## config.mk

```make
export PLATFORM = sky130hd
export DESIGN_NAME = viewport_update_ctrl
export DESIGN_NICKNAME = d
export VERILOG_FILES = /design/src/rtl/viewport_update_ctrl.sv
export SDC_FILE = /design/constraint.sdc
export NUM_CORES = 2
export LEC_CHECK = 0
export CORE_MARGIN = 3
export CORE_UTILIZATION = 40
export DETAILED_ROUTE_END_ITERATION = 10
export PLACE_DENSITY = 0.68
export SKIP_CTS_REPAIR_TIMING = 1
export SLEW_MARGIN = 0
export SYNTH_ARGS = -nofsm -noshare
export SYNTH_HDL_FRONTEND = slang
export SYNTH_SLANG_ARGS = --single-unit
```

## constraint.sdc

```tcl
create_clock -name clk -period 64.6 [get_ports clk]
set_input_delay 9.69 -clock clk [delete_from_list [all_inputs] [get_ports clk]]
set_output_delay 9.69 -clock clk [all_outputs]
set_load 0.05 [all_outputs]
```

## src/rtl/viewport_update_ctrl.sv

```systemverilog
// Per-frame camera basis sequencer: latches player angles, captures the look-at vectors and
// builds vp_u / vp_v / vp_origin on one shared 16x16 multiplier, committing all nine at once.
module viewport_update_ctrl #(
    parameter int unsigned H_DISP     = 1280,
    parameter int unsigned V_DISP     = 720,
    parameter int unsigned SCALE      = 225,
    parameter int unsigned SETTLE_CYC = 2,
    localparam int unsigned DW        = 16
) (
    input  logic                 clk,
    input  logic                 rst,
    input  logic                 frame_start,
    input  logic signed [DW-1:0] p_angle_x,
    input  logic signed [DW-1:0] p_angle_y,
    output logic signed [DW-1:0] ang_x_o,
    output logic signed [DW-1:0] ang_y_o,
    input  logic signed [DW-1:0] lookat_rel_x,
    input  logic signed [DW-1:0] lookat_rel_y,
    input  logic signed [DW-1:0] lookat_rel_z,
    input  logic signed [DW-1:0] lookat_h_rel_x,
    input  logic signed [DW-1:0] lookat_h_rel_y,
    output logic signed [DW-1:0] vp_origin_x,
    output logic signed [DW-1:0] vp_origin_y,
    output logic signed [DW-1:0] vp_origin_z,
    output logic signed [DW-1:0] vp_u_x,
    output logic signed [DW-1:0] vp_u_y,
    output logic signed [DW-1:0] vp_u_z,
    output logic signed [DW-1:0] vp_v_x,
    output logic signed [DW-1:0] vp_v_y,
    output logic signed [DW-1:0] vp_v_z,
    output logic                 vp_valid,
    output logic                 busy,
    output logic                 overrun
);

    localparam int unsigned PW         = 32;
    localparam int unsigned AW         = 40;
    localparam int unsigned CW         = (SETTLE_CYC > 6) ? $clog2(SETTLE_CYC) + 1 : 3;
    localparam int unsigned PROD_STEPS = 6;

    localparam logic signed [AW-1:0] SCALE_S  = AW'(SCALE);
    localparam logic signed [AW-1:0] TWO_S    = AW'(2);
    localparam logic signed [DW-1:0] H_DISP_S = DW'(H_DISP);
    localparam logic signed [DW-1:0] V_DISP_S = DW'(V_DISP);

    typedef enum logic [2:0] {
        S_IDLE,
        S_SETTLE,
        S_CAPTURE,
        S_CROSS,
        S_ORIGIN,
        S_COMMIT
    } state_t;

    state_t state_q, state_d;
    logic [CW-1:0] cnt_q, cnt_d;

    logic signed [DW-1:0] ang_x_q, ang_x_d, ang_y_q, ang_y_d;
    logic signed [DW-1:0] l_q [3];
    logic signed [DW-1:0] l_d [3];
    logic signed [DW-1:0] u_q [3];
    logic signed [DW-1:0] u_d [3];
    logic signed [DW-1:0] v_q [3];
    logic signed [DW-1:0] v_d [3];
    logic signed [DW-1:0] o_q [3];
    logic signed [DW-1:0] o_d [3];
    logic signed [AW-1:0] acc_q, acc_d;

    logic signed [DW-1:0] vp_u_q [3];
    logic signed [DW-1:0] vp_u_d [3];
    logic signed [DW-1:0] vp_v_q [3];
    logic signed [DW-1:0] vp_v_d [3];
    logic signed [DW-1:0] vp_o_q [3];
    logic signed [DW-1:0] vp_o_d [3];
    logic vp_valid_q, vp_valid_d;
    logic busy_q, busy_d;
    logic overrun_q, overrun_d;

    logic [1:0]           axis;
    logic signed [DW-1:0] mul_a, mul_b;
    logic signed [PW-1:0] prod;
    logic signed [AW-1:0] sum, quot;

    // Two products per vector component: even step primes the accumulator, odd step resolves it
    assign axis = cnt_q[2:1];

    // Shared multiplier operand routing
    always_comb begin
        mul_a = '0;
        mul_b = '0;
        if (state_q == S_CROSS) begin
            case (cnt_q[2:0])
                3'd0:    begin mul_a = u_q[1]; mul_b = l_q[2]; end
                3'd1:    begin mul_a = u_q[2]; mul_b = l_q[1]; end
                3'd2:    begin mul_a = u_q[2]; mul_b = l_q[0]; end
                3'd3:    begin mul_a = u_q[0]; mul_b = l_q[2]; end
                3'd4:    begin mul_a = u_q[0]; mul_b = l_q[1]; end
                3'd5:    begin mul_a = u_q[1]; mul_b = l_q[0]; end
                default: ;
            endcase
        end else if (state_q == S_ORIGIN) begin
            if (!cnt_q[0]) begin
                mul_a = u_q[axis];
                mul_b = H_DISP_S;
            end else begin
                mul_a = v_q[axis];
                mul_b = V_DISP_S;
            end
        end
    end

    assign prod = PW'(mul_a) * PW'(mul_b);

    // State register and all working/output registers
    always_ff @(posedge clk) begin
        if (rst) begin
            state_q    <= S_IDLE;
            cnt_q      <= '0;
            ang_x_q    <= '0;
            ang_y_q    <= '0;
            l_q        <= '{default: '0};
            u_q        <= '{default: '0};
            v_q        <= '{default: '0};
            o_q        <= '{default: '0};
            acc_q      <= '0;
            vp_u_q     <= '{default: '0};
            vp_v_q     <= '{default: '0};
            vp_o_q     <= '{default: '0};
            vp_valid_q <= 1'b0;
            busy_q     <= 1'b0;
            overrun_q  <= 1'b0;
        end else begin
            state_q    <= state_d;
            cnt_q      <= cnt_d;
            ang_x_q    <= ang_x_d;
            ang_y_q    <= ang_y_d;
            l_q        <= l_d;
            u_q        <= u_d;
            v_q        <= v_d;
            o_q        <= o_d;
            acc_q      <= acc_d;
            vp_u_q     <= vp_u_d;
            vp_v_q     <= vp_v_d;
            vp_o_q     <= vp_o_d;
            vp_valid_q <= vp_valid_d;
            busy_q     <= busy_d;
            overrun_q  <= overrun_d;
        end
    end

    // Next-state and datapath
    always_comb begin
        state_d    = state_q;
        cnt_d      = cnt_q;
        ang_x_d    = ang_x_q;
        ang_y_d    = ang_y_q;
        l_d        = l_q;
        u_d        = u_q;
        v_d        = v_q;
        o_d        = o_q;
        acc_d      = acc_q;
        vp_u_d     = vp_u_q;
        vp_v_d     = vp_v_q;
        vp_o_d     = vp_o_q;
        vp_valid_d = 1'b0;
        overrun_d  = overrun_q | (frame_start && (state_q != S_IDLE));
        sum        = '0;
        quot       = '0;

        case (state_q)
            S_IDLE: begin
                if (frame_start) begin
                    state_d = S_SETTLE;
                    cnt_d   = '0;
                    ang_x_d = p_angle_x;
                    ang_y_d = p_angle_y;
                end
            end
            S_SETTLE: begin
                if (cnt_q == CW'(SETTLE_CYC - 1)) begin
                    state_d = S_CAPTURE;
                end else begin
                    cnt_d = cnt_q + CW'(1);
                end
            end
            S_CAPTURE: begin
                l_d[0]  = lookat_rel_x;
                l_d[1]  = lookat_rel_y;
                l_d[2]  = lookat_rel_z;
                u_d[0]  = lookat_h_rel_y;
                u_d[1]  = -lookat_h_rel_x;
                u_d[2]  = '0;
                cnt_d   = '0;
                state_d = S_CROSS;
            end
            S_CROSS: begin
                if (!cnt_q[0]) begin
                    acc_d = AW'(prod);
                end else begin
                    sum       = acc_q - AW'(prod);
                    quot      = sum / SCALE_S;
                    v_d[axis] = DW'(quot);
                end
                if (cnt_q == CW'(PROD_STEPS - 1)) begin
                    cnt_d   = '0;
                    state_d = S_ORIGIN;
                end else begin
                    cnt_d = cnt_q + CW'(1);
                end
            end
            S_ORIGIN: begin
                if (!cnt_q[0]) begin
                    acc_d = -AW'(prod);
                end else begin
                    sum       = acc_q + AW'(prod);
                    quot      = (sum / TWO_S) / SCALE_S;
                    o_d[axis] = DW'((AW'(l_q[axis]) + quot) <<< 1);
                end
                if (cnt_q == CW'(PROD_STEPS - 1)) begin
                    cnt_d   = '0;
                    state_d = S_COMMIT;
                end else begin
                    cnt_d = cnt_q + CW'(1);
                end
            end
            S_COMMIT: begin
                vp_u_d     = u_q;
                vp_v_d     = v_q;
                vp_o_d     = o_q;
                vp_valid_d = 1'b1;
                state_d    = S_IDLE;
            end
            default: begin
                state_d = S_IDLE;
            end
        endcase

        busy_d = (state_d != S_IDLE);
    end

    assign ang_x_o     = ang_x_q;
    assign ang_y_o     = ang_y_q;
    assign vp_u_x      = vp_u_q[0];
    assign vp_u_y      = vp_u_q[1];
    assign vp_u_z      = vp_u_q[2];
    assign vp_v_x      = vp_v_q[0];
    assign vp_v_y      = vp_v_q[1];
    assign vp_v_z      = vp_v_q[2];
    assign vp_origin_x = vp_o_q[0];
    assign vp_origin_y = vp_o_q[1];
    assign vp_origin_z = vp_o_q[2];
    assign vp_valid    = vp_valid_q;
    assign busy        = busy_q;
    assign overrun     = overrun_q;

endmodule

```

==> metrics.md <==
| Metric | Value |
|---|---|
| Synthesis-to-layout area growth | 9.39% |
| Most numerous cell in the Yosys netlist | nand2_1 |
| Initial antenna violation count | 10 |
| Fin. max-slew vios | 0 |
| Worst-Margin Slew | around 1.3 ns |
| Post-synth EDFFs | 0 |
| GPL Wtd Cong | 0.987 |
| Post-synth top cells | nand2_1 (1154), a21oi_1 (705), nor2_1 (612) |
| Reg2reg setup slack | 15.94 ns |
| Synth Area in Adders | around 14% |
| Final ANT Viol Nets | 0 |
| Met2 usage | around two fifths |
| CP max FO | 21 |
| I/O pin total | approximately 290 |
| H-tree depth | 2 |
| Mapped cell area | 56000 um2 |
| Fin crit share | 75.3% |
| Largest family of logic cells by synthesized area | compound AO/OA/AOI/OAI gates |
| Layout Skew | roughly 0.026 ns |
| Setup TNS | 0 ns |
| Hold/Removal Path Class | reg -> reg |
| Drt drc | 0 |
| Clk_lat worst skew | 0.58 ns |
| Most area-consuming cells after synthesis | dfxtp_1 (14%), fa_1 (9.5%), nand2_1 (7.7%) |
| Area share of the largest cell type after synthesis | 13.5% |
| Core Region | 138000 um2 |
| Final setup vio count | 0 |
| Final net count | 8272 |
| WS Path Type | reg -> reg |
| Vias | 58400 |
| Total track usage | 24.9% |
| Worst Slack Setup Final | 15.94 ns |
| Status | finished, final reports clean |
| Met3 Use GR | under 10% |
| WL per Instance | about 20 um |
| Final wirelength | 192000 um |
| Initial Util | 40.5% |
| First-pass DRT Iterations | 8 |
| Placement Rows | between 100 and 150 |
| Root buffer cell | clkbuf_16 |
| Die Footprint | 145000 um2 |
| Grt peak-use layer | met2 |
| Xor/xnor share of the synthesized area | 7.66% |
| Largest stage delay, worst path | 1.00 ns |
| Worst-path clk slew | approximately 0.060 ns |
| Simple-gate area share of the yosys netlist | 25.9% |
| Met1 GRT Util | 34.2% |
| Post-DR vias/cell | 6.09 |
| TritonCTS clock tree | yes |
| Fin crit period | 48.66 ns |
| Clock sink total | around 380 |
| Fraction of registers with async set/reset | 0% |
| Flops & latches, synth | 379 |
| Fraction of layout cells with a size suffix above 1 | 7.31% |
| Startpoint Class | flip-flop |
| RSZ-0062 raised after global routing | false |
| Synth Area in Compound Gates | 29.1% |
| Max Cap Viol | 0 |
| Critical-path top delay cell | nor3_4 |
| Mean Syn Cell Area | 7.33 um2 |
| CP required | ~65 ns |
| Final hold violation count | 0 |
| Total CTS buffers | just over 40 |
| Cells after Synth | 7649 |
| Max Clk Rate | 0.0206 GHz |
| DP Wirelength | 152000 um |
| Leading area contributor after synthesis | dfxtp_1 |
| Seq/Total Area, Yosys | around 14% |
| Crit path arrival time | 49.14 ns |
| Synth Warn # | 0 |
| Total gr overflow | 0 |
| Worst path most repeated cell | a21oi_1 |
| Place WS | 16.77 ns |
| Worst setup EP type | flip-flop |
| Largest net degree at the start of global routing | 110 |
| Multiplexer area fraction after synthesis | 2.81% |
| Slew HR | 15.2% |
| DR iter-0 viols | 6084 |
| Vias in the first global route | 53500 |
| Synth Flop Type | dfxtp_1 |
| First-pass GRT wire length | 300000 um |
| Die Wd | roughly 380 um |
| Chip height | roughly 380 um |
| Port buffer count | 274 |
| Yosys cell types | about 180 |
| CTS Buffer Depth | 3 |
path summary, 6_finish.rpt:
| path | startpoint | to | depth (start not counted) |
|---|---|---|---|
| hold reg to reg | o_q[25] | vp_origin_y[9] | 2 |
| hold / removal | o_q[25] | vp_origin_y[9] | 2 |
| setup reg to reg | state_q[1] | o_q[15] | 174 |
| setup / recovery | state_q[1] | o_q[15] | 174 |
area by class of cell:
type	count	area, um2
Fill cell	14000	77000
Multi-Input combinational cell	6410	44800
Sequential cell	379	7590
Timing Repair Buffer	333	3190
Tap cell	1863	2330
Inverter	526	1970
Clock buffer	56	1180
Clock inverter	15	209
Antenna cell	5	12.5
registers in the layout, indices dropped and copies added, names as in the netlist, 16 cells and up:
signal,count
l_q,48
o_q,45
vp_v_z,16
vp_v_x,16
acc_q,40
vp_v_y,16
vp_u_x,16
v_q,48
ang_y_o,16
vp_u_y,16
u_q,32
ang_x_o,16
critical path, delay by kind of cell, from the launching register on:
family	cells	cell delay (ns)
compound gates	97	25.61
simple gates	42	12.73
fa+ha+maj	14	4.92
xor+xnor	10	2.79
mux	5	1.67
flops	1	0.46
buf+inv	6	0.35
kinds of logic after synthesis:
kind of cell | after synthesis
adders and majority gates | 482
AOI/OAI and AO/OA | 2306
xor gates and xnor gates | 471
and+or+nand+nor | 2984
muxes | 148
buffers and inverters | 878
DFF | 379
other | 1
stage by stage:
stage / hold slack (ns) / utilization, % / area [um2] / cells
after CTS: 0.450 / 44.3 / 61300 / 9582
after global placement: 0.438 / 43.3 / 59900 / 9511
after global routing: 0.466 / 44.3 / 61300 / 9584
after floorplan: 0.432 / - / 56100 / 7667
final: 0.445 / 44.3 / 61300 / 9587
after detailed placement: 0.446 / 43.3 / 59900 / 9511
placed cells by master, fill, tap and decap left out, types with 72 or more instances in the layout:
cell type / count
nand2_1: 1153
a21oi_1: 704
nor2_1: 612
inv_1: 519
dfxtp_1: 377
xnor2_1: 322
clkdlybuf4s50_1: 273
fa_1: 265
o21ai_0: 248
ha_1: 201
nand3_1: 195
nor3_1: 178
xor2_1: 128
a211oi_1: 106
a21o_1: 102
a31oi_1: 96
mux2i_1: 87
nand4_1: 85
or3_1: 85
and2_1: 84
nand2b_1: 82
and3_1: 80
nor4_1: 73
o211ai_1: 72
per-layer routing:
layer	part of all wire, %	vias to the layer above
li1	-	27600
met2	46	2218
met4	3.3	4
met5	0.014	-
met1	44	28300
met3	7.1	302
Power is left out: the tool's default activity adds up to more than one toggle a clock period on the data nets, which glitch-free logic cannot reach.
